### src/rtl/conv_pool_layer_ctrl_if.sv
// rtl/conv_pool_layer_ctrl_if.sv - memory, window and result buses of the conv/pool layer controller
interface conv_pool_layer_ctrl_if #(
    parameter int DATA_WIDTH = 12,
    parameter int IN_CH      = 6,
    parameter int FILT_PAR   = 2,
    parameter int ADDR_W     = 12
);
    logic [ADDR_W-1:0]                    feat_addr;
    logic                                 feat_valid;
    logic [ADDR_W-1:0]                    wt_addr;
    logic                                 wt_valid;
    logic                                 win_valid;
    logic                                 win_ready;
    logic [ADDR_W-1:0]                    win_row;
    logic [ADDR_W-1:0]                    win_col;
    logic                                 mac_valid;
    logic [FILT_PAR*IN_CH*DATA_WIDTH-1:0] mac_data;
    logic                                 out_we;
    logic [ADDR_W-1:0]                    out_addr;
    logic [FILT_PAR*DATA_WIDTH-1:0]       out_data;

    modport master (
        output feat_addr, feat_valid, wt_addr, wt_valid,
        output win_valid, win_row, win_col,
        output out_we, out_addr, out_data,
        input  win_ready, mac_valid, mac_data
    );

    modport slave (
        input  feat_addr, feat_valid, wt_addr, wt_valid,
        input  win_valid, win_row, win_col,
        input  out_we, out_addr, out_data,
        output win_ready, mac_valid, mac_data
    );
endinterface

### src/rtl/conv_pool_layer_ctrl.sv
// rtl/conv_pool_layer_ctrl.sv - conv + optional ReLU / 2x2 max-pool layer sequencer for a LeNet-5 MAC array
module conv_pool_layer_ctrl #(
    parameter int DATA_WIDTH = 12,
    parameter int IN_W       = 14,
    parameter int IN_H       = 14,
    parameter int IN_CH      = 6,
    parameter int K          = 5,
    parameter int NUM_FILT   = 16,
    parameter int FILT_PAR   = 2,
    parameter int ADDR_W     = 12,
    parameter int MEM_LAT    = 2
) (
    input  logic clk,
    input  logic rst,
    input  logic start,
    input  logic relu_en,
    input  logic pool_en,
    output logic busy,
    output logic done,
    conv_pool_layer_ctrl_if.master bus
);
    localparam int OUT_W  = IN_W - K + 1;
    localparam int OUT_H  = IN_H - K + 1;
    localparam int N_IN   = IN_W * IN_H;
    localparam int N_RES  = OUT_W * OUT_H;
    localparam int WPF    = K * K * IN_CH + 1;
    localparam int PASSES = NUM_FILT / FILT_PAR;
    localparam int SW     = DATA_WIDTH + $clog2(IN_CH + 1);
    localparam int PB_N   = (OUT_W / 2 > 0) ? OUT_W / 2 : 1;
    localparam int PB_IW  = (PB_N > 1) ? $clog2(PB_N) : 1;
    localparam bit W_ODD  = (OUT_W % 2) == 1;
    localparam bit H_ODD  = (OUT_H % 2) == 1;

    localparam logic signed [SW-1:0] SAT_MAX = SW'((1 << (DATA_WIDTH - 1)) - 1);
    localparam logic signed [SW-1:0] SAT_MIN = ~SAT_MAX;

    typedef enum logic [2:0] {
        S_IDLE, S_LOAD_INP, S_LOAD_WT, S_CONV, S_DRAIN, S_DONE
    } state_t;

    state_t              state;
    logic                relu_q, pool_q;
    logic [ADDR_W-1:0]   pass;
    logic [ADDR_W-1:0]   wt_base;
    logic                feat_iss, wt_iss;
    logic [MEM_LAT-1:0]  feat_sr, wt_sr;
    logic [MEM_LAT-1:0]  feat_sr_nxt, wt_sr_nxt;
    logic [ADDR_W-1:0]   wt_cnt;

    logic [ADDR_W-1:0]   res_cnt, res_r, res_c;
    logic                res_take;
    logic                s1_valid;
    logic [ADDR_W-1:0]   s1_r, s1_c;
    logic signed [DATA_WIDTH-1:0] s1_val [FILT_PAR];
    logic signed [DATA_WIDTH-1:0] lane_res [FILT_PAR];
    logic signed [DATA_WIDTH-1:0] ptmp [FILT_PAR];
    logic signed [DATA_WIDTH-1:0] pbuf [FILT_PAR][PB_N];
    logic signed [SW-1:0] acc;
    logic [ADDR_W-1:0]   wr_cnt;
    logic [PB_IW-1:0]    pidx;
    logic                pool_drop;

    function automatic logic signed [DATA_WIDTH-1:0] smax(
        input logic signed [DATA_WIDTH-1:0] a,
        input logic signed [DATA_WIDTH-1:0] b
    );
        return (a > b) ? a : b;
    endfunction

    // The valid strobes are the issue strobes pushed through a MEM_LAT-deep shift register.
    assign feat_sr_nxt    = MEM_LAT'({feat_sr, feat_iss});
    assign wt_sr_nxt      = MEM_LAT'({wt_sr, wt_iss});
    assign bus.feat_valid = feat_sr[MEM_LAT-1];
    assign bus.wt_valid   = wt_sr[MEM_LAT-1];

    always_ff @(posedge clk or posedge rst) begin
        if (rst) begin
            state         <= S_IDLE;
            busy          <= 1'b0;
            done          <= 1'b0;
            relu_q        <= 1'b0;
            pool_q        <= 1'b0;
            pass          <= '0;
            wt_base       <= '0;
            feat_iss      <= 1'b0;
            feat_sr       <= '0;
            wt_iss        <= 1'b0;
            wt_sr         <= '0;
            wt_cnt        <= '0;
            bus.feat_addr <= '0;
            bus.wt_addr   <= '0;
            bus.win_valid <= 1'b0;
            bus.win_row   <= '0;
            bus.win_col   <= '0;
        end else begin
            done    <= 1'b0;
            feat_sr <= feat_sr_nxt;
            wt_sr   <= wt_sr_nxt;
            if (feat_iss) begin
                if (bus.feat_addr == ADDR_W'(N_IN - 1)) feat_iss <= 1'b0;
                else bus.feat_addr <= bus.feat_addr + 1'b1;
            end
            if (wt_iss) begin
                if (wt_cnt == ADDR_W'(WPF - 1)) begin
                    wt_iss <= 1'b0;
                end else begin
                    wt_cnt      <= wt_cnt + 1'b1;
                    bus.wt_addr <= bus.wt_addr + 1'b1;
                end
            end
            case (state)
                S_IDLE: begin
                    if (start) begin
                        busy          <= 1'b1;
                        relu_q        <= relu_en;
                        pool_q        <= pool_en;
                        pass          <= '0;
                        wt_base       <= '0;
                        bus.feat_addr <= '0;
                        feat_iss      <= 1'b1;
                        state         <= S_LOAD_INP;
                    end
                end
                S_LOAD_INP: begin
                    if (!feat_iss && feat_sr_nxt == '0) begin
                        bus.wt_addr <= wt_base;
                        wt_cnt      <= '0;
                        wt_iss      <= 1'b1;
                        state       <= S_LOAD_WT;
                    end
                end
                S_LOAD_WT: begin
                    if (!wt_iss && wt_sr_nxt == '0) begin
                        bus.win_valid <= 1'b1;
                        bus.win_row   <= '0;
                        bus.win_col   <= '0;
                        state         <= S_CONV;
                    end
                end
                S_CONV: begin
                    if (bus.win_valid && bus.win_ready) begin
                        if (bus.win_row == ADDR_W'(OUT_H - 1) && bus.win_col == ADDR_W'(OUT_W - 1)) begin
                            bus.win_valid <= 1'b0;
                            state         <= S_DRAIN;
                        end else if (bus.win_col == ADDR_W'(OUT_W - 1)) begin
                            bus.win_col <= '0;
                            bus.win_row <= bus.win_row + 1'b1;
                        end else begin
                            bus.win_col <= bus.win_col + 1'b1;
                        end
                    end
                end
                S_DRAIN: begin
                    // s1_valid low with every beat counted means the last write is on the bus now.
                    if (res_cnt == ADDR_W'(N_RES) && !s1_valid) begin
                        if (pass != ADDR_W'(PASSES - 1)) begin
                            pass        <= pass + 1'b1;
                            wt_base     <= wt_base + ADDR_W'(WPF);
                            bus.wt_addr <= wt_base + ADDR_W'(WPF);
                            wt_cnt      <= '0;
                            wt_iss      <= 1'b1;
                            state       <= S_LOAD_WT;
                        end else begin
                            state <= S_DONE;
                        end
                    end
                end
                S_DONE: begin
                    done  <= 1'b1;
                    busy  <= 1'b0;
                    state <= S_IDLE;
                end
                default: state <= S_IDLE;
            endcase
        end
    end

    always_comb begin
        acc = '0;
        for (int l = 0; l < FILT_PAR; l++) begin
            acc = '0;
            for (int ch = 0; ch < IN_CH; ch++)
                acc = acc + SW'(signed'(bus.mac_data[(l*IN_CH+ch)*DATA_WIDTH +: DATA_WIDTH]));
            if (acc > SAT_MAX)      lane_res[l] = DATA_WIDTH'(SAT_MAX);
            else if (acc < SAT_MIN) lane_res[l] = DATA_WIDTH'(SAT_MIN);
            else                    lane_res[l] = acc[DATA_WIDTH-1:0];
            if (relu_q && lane_res[l][DATA_WIDTH-1]) lane_res[l] = '0;
        end
    end

    assign res_take  = bus.mac_valid && (state == S_CONV || state == S_DRAIN) && (res_cnt < ADDR_W'(N_RES));
    assign pidx      = PB_IW'(s1_c >> 1);
    assign pool_drop = (W_ODD && s1_c == ADDR_W'(OUT_W - 1)) || (H_ODD && s1_r == ADDR_W'(OUT_H - 1));

    // Writes land in raster order and every pass writes the same count, so one running counter
    // yields pass*POH*POW + prow*POW + pcol without a multiplier.
    always_ff @(posedge clk or posedge rst) begin
        if (rst) begin
            res_cnt      <= '0;
            res_r        <= '0;
            res_c        <= '0;
            s1_valid     <= 1'b0;
            s1_r         <= '0;
            s1_c         <= '0;
            wr_cnt       <= '0;
            bus.out_we   <= 1'b0;
            bus.out_addr <= '0;
            bus.out_data <= '0;
            for (int l = 0; l < FILT_PAR; l++) begin
                s1_val[l] <= '0;
                ptmp[l]   <= '0;
                for (int i = 0; i < PB_N; i++) pbuf[l][i] <= '0;
            end
        end else begin
            bus.out_we <= 1'b0;
            s1_valid   <= res_take;
            if (state == S_IDLE) wr_cnt <= '0;
            if (state == S_LOAD_WT) begin
                res_cnt <= '0;
                res_r   <= '0;
                res_c   <= '0;
            end else if (res_take) begin
                res_cnt <= res_cnt + 1'b1;
                s1_r    <= res_r;
                s1_c    <= res_c;
                for (int l = 0; l < FILT_PAR; l++) s1_val[l] <= lane_res[l];
                if (res_c == ADDR_W'(OUT_W - 1)) begin
                    res_c <= '0;
                    res_r <= res_r + 1'b1;
                end else begin
                    res_c <= res_c + 1'b1;
                end
            end
            if (s1_valid) begin
                if (!pool_q) begin
                    bus.out_we   <= 1'b1;
                    bus.out_addr <= wr_cnt;
                    wr_cnt       <= wr_cnt + 1'b1;
                    for (int l = 0; l < FILT_PAR; l++)
                        bus.out_data[l*DATA_WIDTH +: DATA_WIDTH] <= s1_val[l];
                end else if (!pool_drop) begin
                    case ({s1_r[0], s1_c[0]})
                        2'b00: for (int l = 0; l < FILT_PAR; l++) ptmp[l] <= s1_val[l];
                        2'b01: for (int l = 0; l < FILT_PAR; l++) pbuf[l][pidx] <= smax(ptmp[l], s1_val[l]);
                        2'b10: for (int l = 0; l < FILT_PAR; l++) ptmp[l] <= smax(pbuf[l][pidx], s1_val[l]);
                        default: begin
                            bus.out_we   <= 1'b1;
                            bus.out_addr <= wr_cnt;
                            wr_cnt       <= wr_cnt + 1'b1;
                            for (int l = 0; l < FILT_PAR; l++)
                                bus.out_data[l*DATA_WIDTH +: DATA_WIDTH] <= smax(ptmp[l], s1_val[l]);
                        end
                    endcase
                end
            end
        end
    end
endmodule

### src/flat_wrapper.sv
// flat-port wrapper written by rule: the top's interface ports become plain ports
module conv_pool_layer_ctrl_flat 
#(
    parameter int DATA_WIDTH = 12,
    parameter int IN_W       = 14,
    parameter int IN_H       = 14,
    parameter int IN_CH      = 6,
    parameter int K          = 5,
    parameter int NUM_FILT   = 16,
    parameter int FILT_PAR   = 2,
    parameter int ADDR_W     = 12,
    parameter int MEM_LAT    = 2
)
  (clk, rst, start, relu_en, pool_en, busy, done, bus_feat_addr, bus_feat_valid, bus_wt_addr, bus_wt_valid, bus_win_valid, bus_win_row, bus_win_col, bus_out_we, bus_out_addr, bus_out_data, bus_win_ready, bus_mac_valid, bus_mac_data);
  conv_pool_layer_ctrl_if #(.DATA_WIDTH(DATA_WIDTH), .IN_CH(IN_CH), .FILT_PAR(FILT_PAR), .ADDR_W(ADDR_W)) bus_i ();
  input  logic clk;
  input  logic rst;
  input  logic start;
  input  logic relu_en;
  input  logic pool_en;
  output logic busy;
  output logic done;
  output wire logic [$bits(bus_i.feat_addr)-1:0] bus_feat_addr;
  output wire logic [$bits(bus_i.feat_valid)-1:0] bus_feat_valid;
  output wire logic [$bits(bus_i.wt_addr)-1:0] bus_wt_addr;
  output wire logic [$bits(bus_i.wt_valid)-1:0] bus_wt_valid;
  output wire logic [$bits(bus_i.win_valid)-1:0] bus_win_valid;
  output wire logic [$bits(bus_i.win_row)-1:0] bus_win_row;
  output wire logic [$bits(bus_i.win_col)-1:0] bus_win_col;
  output wire logic [$bits(bus_i.out_we)-1:0] bus_out_we;
  output wire logic [$bits(bus_i.out_addr)-1:0] bus_out_addr;
  output wire logic [$bits(bus_i.out_data)-1:0] bus_out_data;
  input wire logic [$bits(bus_i.win_ready)-1:0] bus_win_ready;
  input wire logic [$bits(bus_i.mac_valid)-1:0] bus_mac_valid;
  input wire logic [$bits(bus_i.mac_data)-1:0] bus_mac_data;
  assign bus_feat_addr = bus_i.feat_addr;
  assign bus_feat_valid = bus_i.feat_valid;
  assign bus_wt_addr = bus_i.wt_addr;
  assign bus_wt_valid = bus_i.wt_valid;
  assign bus_win_valid = bus_i.win_valid;
  assign bus_win_row = bus_i.win_row;
  assign bus_win_col = bus_i.win_col;
  assign bus_out_we = bus_i.out_we;
  assign bus_out_addr = bus_i.out_addr;
  assign bus_out_data = bus_i.out_data;
  assign bus_i.win_ready = bus_win_ready;
  assign bus_i.mac_valid = bus_mac_valid;
  assign bus_i.mac_data = bus_mac_data;
  conv_pool_layer_ctrl #(.DATA_WIDTH(DATA_WIDTH), .IN_W(IN_W), .IN_H(IN_H), .IN_CH(IN_CH), .K(K), .NUM_FILT(NUM_FILT), .FILT_PAR(FILT_PAR), .ADDR_W(ADDR_W), .MEM_LAT(MEM_LAT)) u_core (.clk(clk), .rst(rst), .start(start), .relu_en(relu_en), .pool_en(pool_en), .busy(busy), .done(done), .bus(bus_i));
endmodule
### config.mk
export PLATFORM = sky130hd
export DESIGN_NAME = conv_pool_layer_ctrl_flat
export DESIGN_NICKNAME = d
export VERILOG_FILES = /design/src/rtl/conv_pool_layer_ctrl_if.sv /design/src/rtl/conv_pool_layer_ctrl.sv /design/src/flat_wrapper.sv
export SDC_FILE = /design/constraint.sdc
export NUM_CORES = 1
export LEC_CHECK = 0
export CAP_MARGIN = 20
export CORE_ASPECT_RATIO = 0.75
export CORE_MARGIN = 5
export CORE_UTILIZATION = 30
export CTS_CLUSTER_DIAMETER = 80
export DETAILED_ROUTE_END_ITERATION = 10
export GPL_TIMING_DRIVEN = 0
export PLACE_DENSITY = 0.56
export REMOVE_ABC_BUFFERS = 1
export SETUP_SLACK_MARGIN = 0.15
export SYNTH_ARGS = -nofsm -noshare
export SYNTH_HDL_FRONTEND = slang
export SYNTH_SLANG_ARGS = --single-unit
### constraint.sdc
create_clock -name clk -period 14.3 [get_ports clk]
set_input_delay 2.145 -clock clk [delete_from_list [all_inputs] [get_ports clk]]
set_output_delay 2.145 -clock clk [all_outputs]
set_load 0.03 [all_outputs]
* After elaboration in Yosys (flattened, before gate mapping)
Cells that the tools add are included.
** Storage, ports and cells
- Logic and storage cells :: 233
- Output and inout port bits :: 90
- RAM bits :: 0
- Bits in read-only memories :: 0
- Bits in latches :: 0
- Input bits :: 151
- Memories kept :: 0
- Bits in registers :: 357
** Cells by class
- Reduce and logical (&&, ||, !) cells :: 37
- Divide/modulo/power cells :: 0
- Mux-type cells :: 97
- $mul :: 0
- Bitwise gates (word level) :: 2
- Magnitude comparators :: 11
- Add/subtract/negate cells :: 21
- Shift-type cells :: 0
- Eq/ne operators :: 24
** Operators with widths (count)
- 12-bit 2-to-1 mux :: 55
- 12-bit one-hot mux with 2 select lines :: 6
- 12-bit by 1-bit adder with 12-bit output (second input constant) :: 10
- 60-bit bitwise mux :: 2
- 15-bit by 12-bit adder with 15-bit output :: 6
- 12-bit binary-select mux with 3-bit select :: 2
- 12-bit > comparator :: 4
- 24-bit 2-to-1 mux :: 2
- 24-bit one-hot mux with 2 select lines :: 1
- 12-bit demux with 3-bit select :: 1
- 12-bit by 4-bit equality test with 1-bit output (second input constant) :: 3
- 15-bit by 12-bit > comparator with 1-bit output (second input constant) :: 2
- 15-bit by 12-bit < comparator with 1-bit output (second input constant) :: 2
- 13-bit by 12-bit adder with 14-bit output :: 2
- 12-bit by 12-bit adder with 13-bit output :: 2
- 12-bit by 8-bit equality test with 1-bit output (second input constant) :: 2
- 3-bit 2-to-1 mux :: 7
- 1-bit 2-to-1 mux :: 17
- 3-bit one-hot mux with 5 select lines :: 1
- 2-bit by 1-bit != test with 1-bit output (second input constant) :: 7
- 12-bit by 8-bit adder with 12-bit output (second input constant) :: 1
- 12-bit by 7-bit equality test with 1-bit output (second input constant) :: 1
- 12-bit by 7-bit < comparator with 1-bit output (second input constant) :: 1
- 12-bit by 3-bit != test with 1-bit output (second input constant) :: 1
- other kinds (23) :: 54

* Depth between registers and ports, before layout
Gate-level depths: netlist (run 1).
- Depth after elaboration :: 10
- Gate-level depth with buffers :: 25
- Gate-level depth less buffers :: 24

* Worst setup path before layout (run 1)
Ideal clock, no wire load.
- Path kind :: in2reg
- From :: input port bus_mac_data[73]
- To :: register u_core.s1_val[3] (netlist name)
- Arrival :: 6.933 ns
- Data required time :: 14.174 ns
- Path slack :: 7.241 ns
- Library setup time :: 0.126 ns
- Stages on the path :: 23
- Path buffers :: 0
- Cells stage by stage :: inv_1 fa_1 inv_1 ha_1 fa_1 a21o_1 a21oi_1 o21bai_1 a21oi_1 o21ai_0 a22o_1 o21a_1 nor2_1 fa_1 ha_1 a21o_1 a21oi_1 nor2_1 a2111oi_0 nand3_1 a41oi_2 nor2_2 a221o_1
** Between the ends
- Word-level cells in the longest chain between the ends :: 10
- Elaborated cells on any way between the ends :: 11
- Those cells by class :: 5 x add/sub; 2 x order compare; 3 x mux; 1 x reduce/logical
** Ends and longest elaborated chain
- start, declared :: line flat_wrapper.sv:35 : input wire logic [$bits(bus_i.mac_data)-1:0] bus_mac_data;
- 12-bit by 12-bit adder with 13-bit output (*) :: line conv_pool_layer_ctrl.sv:183 : acc = acc + SW'(signed'(bus.mac_data[(l*IN_CH+ch)*DATA_WIDTH +: DATA_WIDTH]));
- 13-bit by 12-bit adder with 14-bit output (*) :: line conv_pool_layer_ctrl.sv:183
- 15-bit by 12-bit adder with 15-bit output (*) (3 in a row) :: line conv_pool_layer_ctrl.sv:183
- 15-bit by 12-bit < comparator with 1-bit output :: line conv_pool_layer_ctrl.sv:185 : else if (acc < SAT_MIN) lane_res[l] = DATA_WIDTH'(SAT_MIN);
- 12-bit 2-to-1 mux :: line conv_pool_layer_ctrl.sv:185
- 12-bit 2-to-1 mux (*) :: line conv_pool_layer_ctrl.sv:184 : if (acc > SAT_MAX) lane_res[l] = DATA_WIDTH'(SAT_MAX);
- 1-bit logical AND :: line conv_pool_layer_ctrl.sv:187 : if (relu_q && lane_res[l][DATA_WIDTH-1]) lane_res[l] = '0;
- 12-bit 2-to-1 mux (*) :: line conv_pool_layer_ctrl.sv:187
- end signal, assigned by index :: line conv_pool_layer_ctrl.sv:210 : s1_val[l] <= '0;
- end, declared :: line conv_pool_layer_ctrl.sv:54 : logic signed [DATA_WIDTH-1:0] s1_val [FILT_PAR];
Mark *: on every way between the ends. The rest lies on a longest branch, timed or not.
A chain may end at the register's enable or synchronous reset.

* Worst setup path after layout (run 1)
- From :: input port bus_mac_data[1]
- To :: register u_core.s1_val[22] (netlist name)
Same word-level chain as after synthesis.

==> flow_summary.yaml, run 1 <==
clock_network:
  cts_resized: 0
  post_cts_buffers: 0
  clkSinkCount: 346
  cts_buffers: 37
  htreeDepth: 2
  insertion_delay_ps: 540
  cts_buffer_depth: 3
  cts-root-buf: "clkbuf_16"
  clkTransAtPathRegs_ps: 60
  postCtsHoldBufs: 0
  tritoncts: "done"
synthesis:
  avgSynthCellArea_um2: 9.508
  ys_ff_latch: 346
  synth_edf_count: 0
  yosysSeqAreaShare_pct: 40.84
  ys_warn_count: 0
  synth_most_common_cell: "dfrtp_1"
  yosys.area.top_type: "dfrtp_1"
  synth_area_leaders: "dfrtp_1 41%, fa_1 7.4%, ha_1 6.8%"
  syn_area_um2: 21200
  synthFlopType: "dfrtp_1"
  synth_top_area_share_pct: 40.84
  synth_cell_types: 68
  async_flop_share_pct: 100.0
  syn_inst: 2230
  synthTopCellsByCount: "346 x dfrtp_1, 245 x nor2_1, 208 x nand2_1, 180 x a21oi_1, 157 x inv_1"
floorplan:
  fp.dieArea_um2: 76150
  die_h_um: 240.2
  core_um2: 70100
  initial_utilization_pct: 30.25
  io_pins: 241
  die_w_um: 317.0
  row_count: 84
job:
  maxCapViolCount: 0
global_routing:
  grt_pass1_wl_um: 91700
  antenna_found_initial: 1
  gr-total-overflow: 0
  grt_usage_pct: 14.41
  grt_max_degree: 128
  grt_pass1_vias: 17617
critical_path:
  arrival_ps: 8100
  r2r_cells: 15
  cpLargestDelayFamily: "compound AO/OA/AOI/OAI gates"
  cp-start-kind: "primary input"
  worstPathRequired_ps: 14750
  reg2reg_from: "u_core.s1_c[1]"
  r2r-end: "u_core.ptmp[22]"
  cp-end-kind: "register"
  cp_max_fo: 11
  max_stage_delay_ps: 740
  worst_path_max_delay_cell: "a31oi_1"
  critPathBufInv: 4
  crit_type: "in -> reg"
  rrSetupSlack_ps: 9740
  crit_path_frequent_cell: "a21oi_1"
  path_depth: 25
detailed_routing:
  ant_nets: 0
  wl_per_cell_um: 16.15
  vias: 16997
  vias_per_cell: 4.977
  drtIter0Drc: 1071
  first_pass_iters: 5
  post-route-drc-count: 0
  wirelength_um: 55150
timing:
  relSlewSlack_pct: 33.43
  fin_crit_sh_pct: 53.51
  rsz0062_at_grt: "no"
  holdWs_ps: 455.4
  clock_skew_ps: 16.74
  hold_viol: 0
  period_needed_ps: 7652
  tightest_slew_ps: 998.6
  setup_viol: 0
  drv_slew: 0
  max_freq_mhz: 130.7
pwr:
  leakage_nw: 11.66
  ir_drop_mv: 0.09280
  powerDensity_nw_per_um2: 211.9
layout:
  nNetsFinal: 2786
  antenna_cells: 0
  final_core_util_pct: 37.26
  num-fill-cells: 6931
  drive_above_1_share_pct: 6.156
  synthToLayoutAreaGrowth_pct: 23.20
place:
  port_buffers: 240
  gp_congestion: 0.8239
  dp_hpwl_um: 41220
worst_hold_path:
  worstHoldPathCells: 1
  holdCritPathClass: "reg -> reg"
  hold-path-endpoint: "u_core.s1_val[11]"
  hp-start: "u_core.relu_q"
run_status:
  outcome: "finished, final reports clean"
==> flip-flops by register name, indices dropped and copies added (netlist names), 24 cells and up <==
name	count
u_core.bus.out_data	24
u_core.pbuf	120
u_core.ptmp	24
u_core.s1_val	24
==> kinds of logic (layout without fill, tap and decap cells) <==
family,after synthesis,in the layout,share of synthesized area (%)
XOR/XNOR,99,99,4.089
adder cells (fa/ha/maj),193,193,14.15
AND/OR/NAND/NOR,719,719,15.90
multiplexers,95,95,5.169
flip-flops,346,346,40.84
buffers and inverters,251,490,4.532
AO/OA/AOI/OAI,527,527,15.33
==> metrics by stage <==
| step | setup WS [ps] | instances | total power [mW] | TNS (ps) | cell area [µm²] |
|---|---|---|---|---|---|
| CTS | 6667 | 3415 | 5.572 | 0 | 26120 |
| detailed placement | 6123 | 3349 | 4.569 | 0 | 24910 |
| global route | 6133 | 3415 | 5.998 | 0 | 26120 |
| global placement | -1688 | 3322 | 4.433 | -561320 | 24420 |
| finish | 6648 | 3415 | 5.535 | 0 | 26120 |
| floorplan | 2562 | 2136 | 3.612 | 0 | 20830 |
==> worst reg2reg max path, cell delays in order, from the launching register on <==
cell and delay (ps):
dfrtp_2 530, buf_12 240, nor2_1 550, and2_1 670, nand2_1 100, o21ai_0 200
ha_1 340, and3_1 160, o21ai_0 80, a21oi_1 80, nor2_1 90, a21boi_0 80
o32ai_1 370, o21ai_0 370, buf_4 280, a221o_1 320
==> placed cells by master (no fill, tap or decap), drive strengths merged, types with 10 or more instances in the layout <==
cell type,synthesis,final
nand4,40,40
and2,38,38
xnor2,43,43
o31ai,10,10
or3,23,23
o22ai,26,26
nor2b,23,23
a31oi,14,14
mux2,26,26
inv,157,159
a21o,19,19
xor2,56,56
a22oi,20,20
a21oi,181,181
nand3,39,39
o21ai,149,149
and3,32,32
fa,78,78
buf,17,27
dfrtp,346,346
o211ai,14,14
nor2,246,246
nor3,20,20
o21a,11,11
clkbuf,77,55
a221o,34,34
ha,115,115
mux2i,60,60
nand2,208,208
clkdlybuf4s50,0,240
==> power breakdown <==
group | switching [mW] | internal [mW] | total (mW)
clock | 0.410 | 0.560 | 0.970
combinational | 1.71 | 1.25 | 2.96
sequential | 0.315 | 1.29 | 1.60
total | 2.44 | 3.10 | 5.53
==> final cells by class <==
cell class | instances | area (µm²) | share of cell area, %
multi-input combinational | 1633 | 11650 | 44.62
sequential | 346 | 8661 | 33.16
timing repair buffer | 267 | 2816 | 10.78
tap | 946 | 1184 | 4.531
clock buffer | 55 | 1116 | 4.273
inverter | 157 | 596.8 | 2.285
clock inverter | 11 | 92.59 | 0.3545
==> layer usage <==
metal,vias to the layer above,share of wire [%],GRT usage [%]
met2,271,47,23.60
met3,53,4.0,2.171
met1,8467,48,20.61
li1,8206,-,-
met5,-,0,0
met4,0,1.4,2.519
==> worst max-delay path by stage <==
stage | slack (ps) | from | end
final | 6650 | bus_mac_data[1] | u_core.s1_val[22]
after global routing | 6130 | bus_mac_data[1] | u_core.s1_val[22]
after detailed placement | 6120 | bus_mac_data[1] | u_core.s1_val[21]
after global placement | -1690 | rst | u_core.bus.out_data[12]
after floorplan | 2560 | rst | u_core.bus.feat_addr[0]
after CTS | 6670 | bus_mac_data[1] | u_core.s1_val[21]
(Power assumes the default switching activity.)
==> run 2, diff against run 1 <==
==> constraint.sdc (replaced) <==
create_clock -name clk -period 7.5 [get_ports clk]
set_input_delay 1.125 -clock clk [delete_from_list [all_inputs] [get_ports clk]]
set_output_delay 1.125 -clock clk [all_outputs]
set_load 0.03 [all_outputs]
==> results of run 2 <==
Same layout as run 1 (identical final DEF). Status: finished, final reports clean.
Among the figures that moved: setup slack after placement 6123 ps -> 342.6 ps; setup slack after layout 6648 ps -> 868.2 ps; register-to-register setup slack 9740 ps -> 2940 ps; total power 5.535 mW -> 10.56 mW; worst IR drop on VDD 0.09280 mV -> 0.1771 mV
==> run 3, diff against run 2 <==
==> constraint.sdc (replaced) <==
create_clock -name clk -period 7.5 [get_ports clk]
set_input_delay 1.5 -clock clk [delete_from_list [all_inputs] [get_ports clk]]
set_output_delay 1.5 -clock clk [all_outputs]
set_load 0.03 [all_outputs]
==> run 3 against run 2 <==
Via count about the same. Global-route usage unchanged. Clock power is essentially flat. Die area is the same. Sequential share of layout area is essentially flat. Routed wire length about the same. Critical path depth fell by 1. Total power is essentially flat. Final cell count stayed put. Combinational power about the same. Clock skew is 0.52 ps higher. Largest power group unchanged. Highest routed layer unchanged.
==> flow_summary.yaml, run 3 (synthesis results as in run 1) <==
layout:
  design_area_um2: 26130
  max_flop_register: "u_core.pbuf"
  final_cell_mix: "344 x dfrtp_1, 243 x nor2_1, 240 x clkdlybuf4s50_1"
  nNetsFinal: 2786
  synthToLayoutAreaGrowth_pct: 23.24
  largest_reg_flops: 120
  final_common_cell: "dfrtp_1"
  antenna_cells: 0
  drive_above_1_share_pct: 6.237
clock_network:
  insertion_delay_ps: 540
  clkSinkCount: 346
  cts-root-buf: "clkbuf_16"
  cts_buffer_depth: 3
  clkTransAtPathRegs_ps: 60
  postCtsHoldBufs: 0
  htreeDepth: 2
  tritoncts: "done"
  cts_buffers: 37
global_routing:
  grt_pass1_wl_um: 91700
  grt_pass1_vias: 17617
  antenna_found_initial: 1
  grt_usage_pct: 14.41
  gr-total-overflow: 0
  grt_max_degree: 128
place:
  pre_cts_ws_ps: -32.40
  port_buffers: 240
  placedInstanceArea_um2: 24910
  gp_congestion: 0.8239
  dp_hpwl_um: 41220
detailed_routing:
  met2WireLength_um: 25930
  wl_met3_um: 2198
  vias: 16999
  wirelength_um: 55180
  ant_nets: 0
  wl_met1_um: 26280
  top_layer: "met4"
  drtIter0Drc: 1180
  vias_per_cell: 4.978
  first_pass_iters: 5
  post-route-drc-count: 0
  wl_per_cell_um: 16.16
critical_path:
  max_stage_delay_ps: 530
  crit_path_frequent_cell: "fa_1"
  crit_chain: "clkdlybuf4s50_1 -> inv_1 -> fa_1 -> inv_1 -> ha_1 -> fa_1 -> a21o_1 -> a21oi_1 -> o21bai_1 -> a21oi_2 -> o21ai_0 -> a22o_1 -> o21a_1 -> nor2_1 -> fa_1 -> ha_1 -> a21o_1 -> a21oi_1 -> nor2_1 -> a2111oi_0 -> nand3_1 -> a41oi_2 -> nor2_2 -> a221o_1"
  cpLargestDelayFamily: "compound AO/OA/AOI/OAI gates"
  critPathBufInv: 3
  arrival_ps: 7340
  cp-start-kind: "primary input"
  crit_type: "in -> reg"
  rrSetupSlack_ps: 2940
  worst_path_max_delay_cell: "fa_1"
  cp_max_fo: 10
  worstPathRequired_ps: 7910
  cp-end-kind: "register"
timing:
  period_needed_ps: 6927
  tightest_slew_ps: 1008
  tns_ps: 0
  setup_viol: 0
  layout_setup_ws_ps: 573.3
  max_freq_mhz: 144.4
  relSlewSlack_pct: 32.55
  clock_skew_ps: 17.26
  rsz0062_at_grt: "no"
  hold_viol: 0
  holdWs_ps: 455.7
  drv_slew: 0
  fin_crit_sh_pct: 92.36
pwr:
  total_power_mw: 10.57
  power_frac_seq_pct: 28.9
  leakage_nw: 11.66
  power_frac_clock_pct: 17.5
  power.internal_mw: 5.911
  p_sw_share_pct: 44.09
  powerDensity_nw_per_um2: 404.5
  power.switching_mw: 4.660
  p_comb_share_pct: 53.6
  ir_drop_mv: 0.1849
floorplan:
  die_h_um: 240.2
  die_w_um: 317.0
  io_pins: 241
  row_count: 84
  fp.dieArea_um2: 76150
  core_um2: 70100
  initial_utilization_pct: 30.25
worst_hold_path:
  holdCritPathClass: "reg -> reg"
run_status:
  outcome: "finished, final reports clean"
job:
  maxCapViolCount: 0
run 3: cell counts in the layout (fill, tap and decap cells not counted):
No cell type changed its count.
run 3: cell type report:
cell class	instances	area, µm²
sequential	346	8661
multi-input combinational	1633	11660
clock buffer	55	1116
inverter	157	596.8
fill	6933	43970
clock inverter	11	92.59
timing repair buffer	267	2816
tap	946	1184
run 3: power by group through the flow:
stage / Sequential, mW / Clock (mW) / Combinational, mW
CTS: 3.05 / 1.90 / 5.68
detailed placement: 3.08 / 0 / 5.64
finish: 3.06 / 1.85 / 5.66
global placement: 3.11 / 0 / 5.35
global route: 3.15 / 1.98 / 6.34
floorplan: 3.19 / 0 / 3.71
run 3: worst paths after layout:
path,cells past startpoint,to,startpoint
hold / removal,1,u_core.s1_val[11],u_core.relu_q
hold reg to reg,1,u_core.s1_val[11],u_core.relu_q
max in group asynchronous,4,u_core.wr_cnt[10],rst
min in group asynchronous,2,u_core.bus.wt_addr[8],rst
setup reg to reg,15,u_core.ptmp[22],u_core.s1_c[1]
setup / recovery,24,u_core.s1_val[1],bus_mac_data[73]
run 3: stage by stage:
stage               cells  utilization, %
finish               3415           37.28
global route         3415           37.28
CTS                  3415           37.26
detailed placement   3349           35.54
global placement     3322           34.83
floorplan            2136               -
run 3: timing repair:
item	4_1_cts	5_1_grt
buffers inserted	0	0
endpoints found under the setup margin	0	22
resized for setup	0	2
run 3: routing by layer:
| metal | global-route usage (%) | vias up |
|---|---|---|
| li1 | - | 8200 |
| met1 | 20.61 | 8473 |
| met2 | 23.60 | 274 |
| met3 | 2.171 | 52 |
| met4 | 2.519 | 0 |
| met5 | 0 | - |
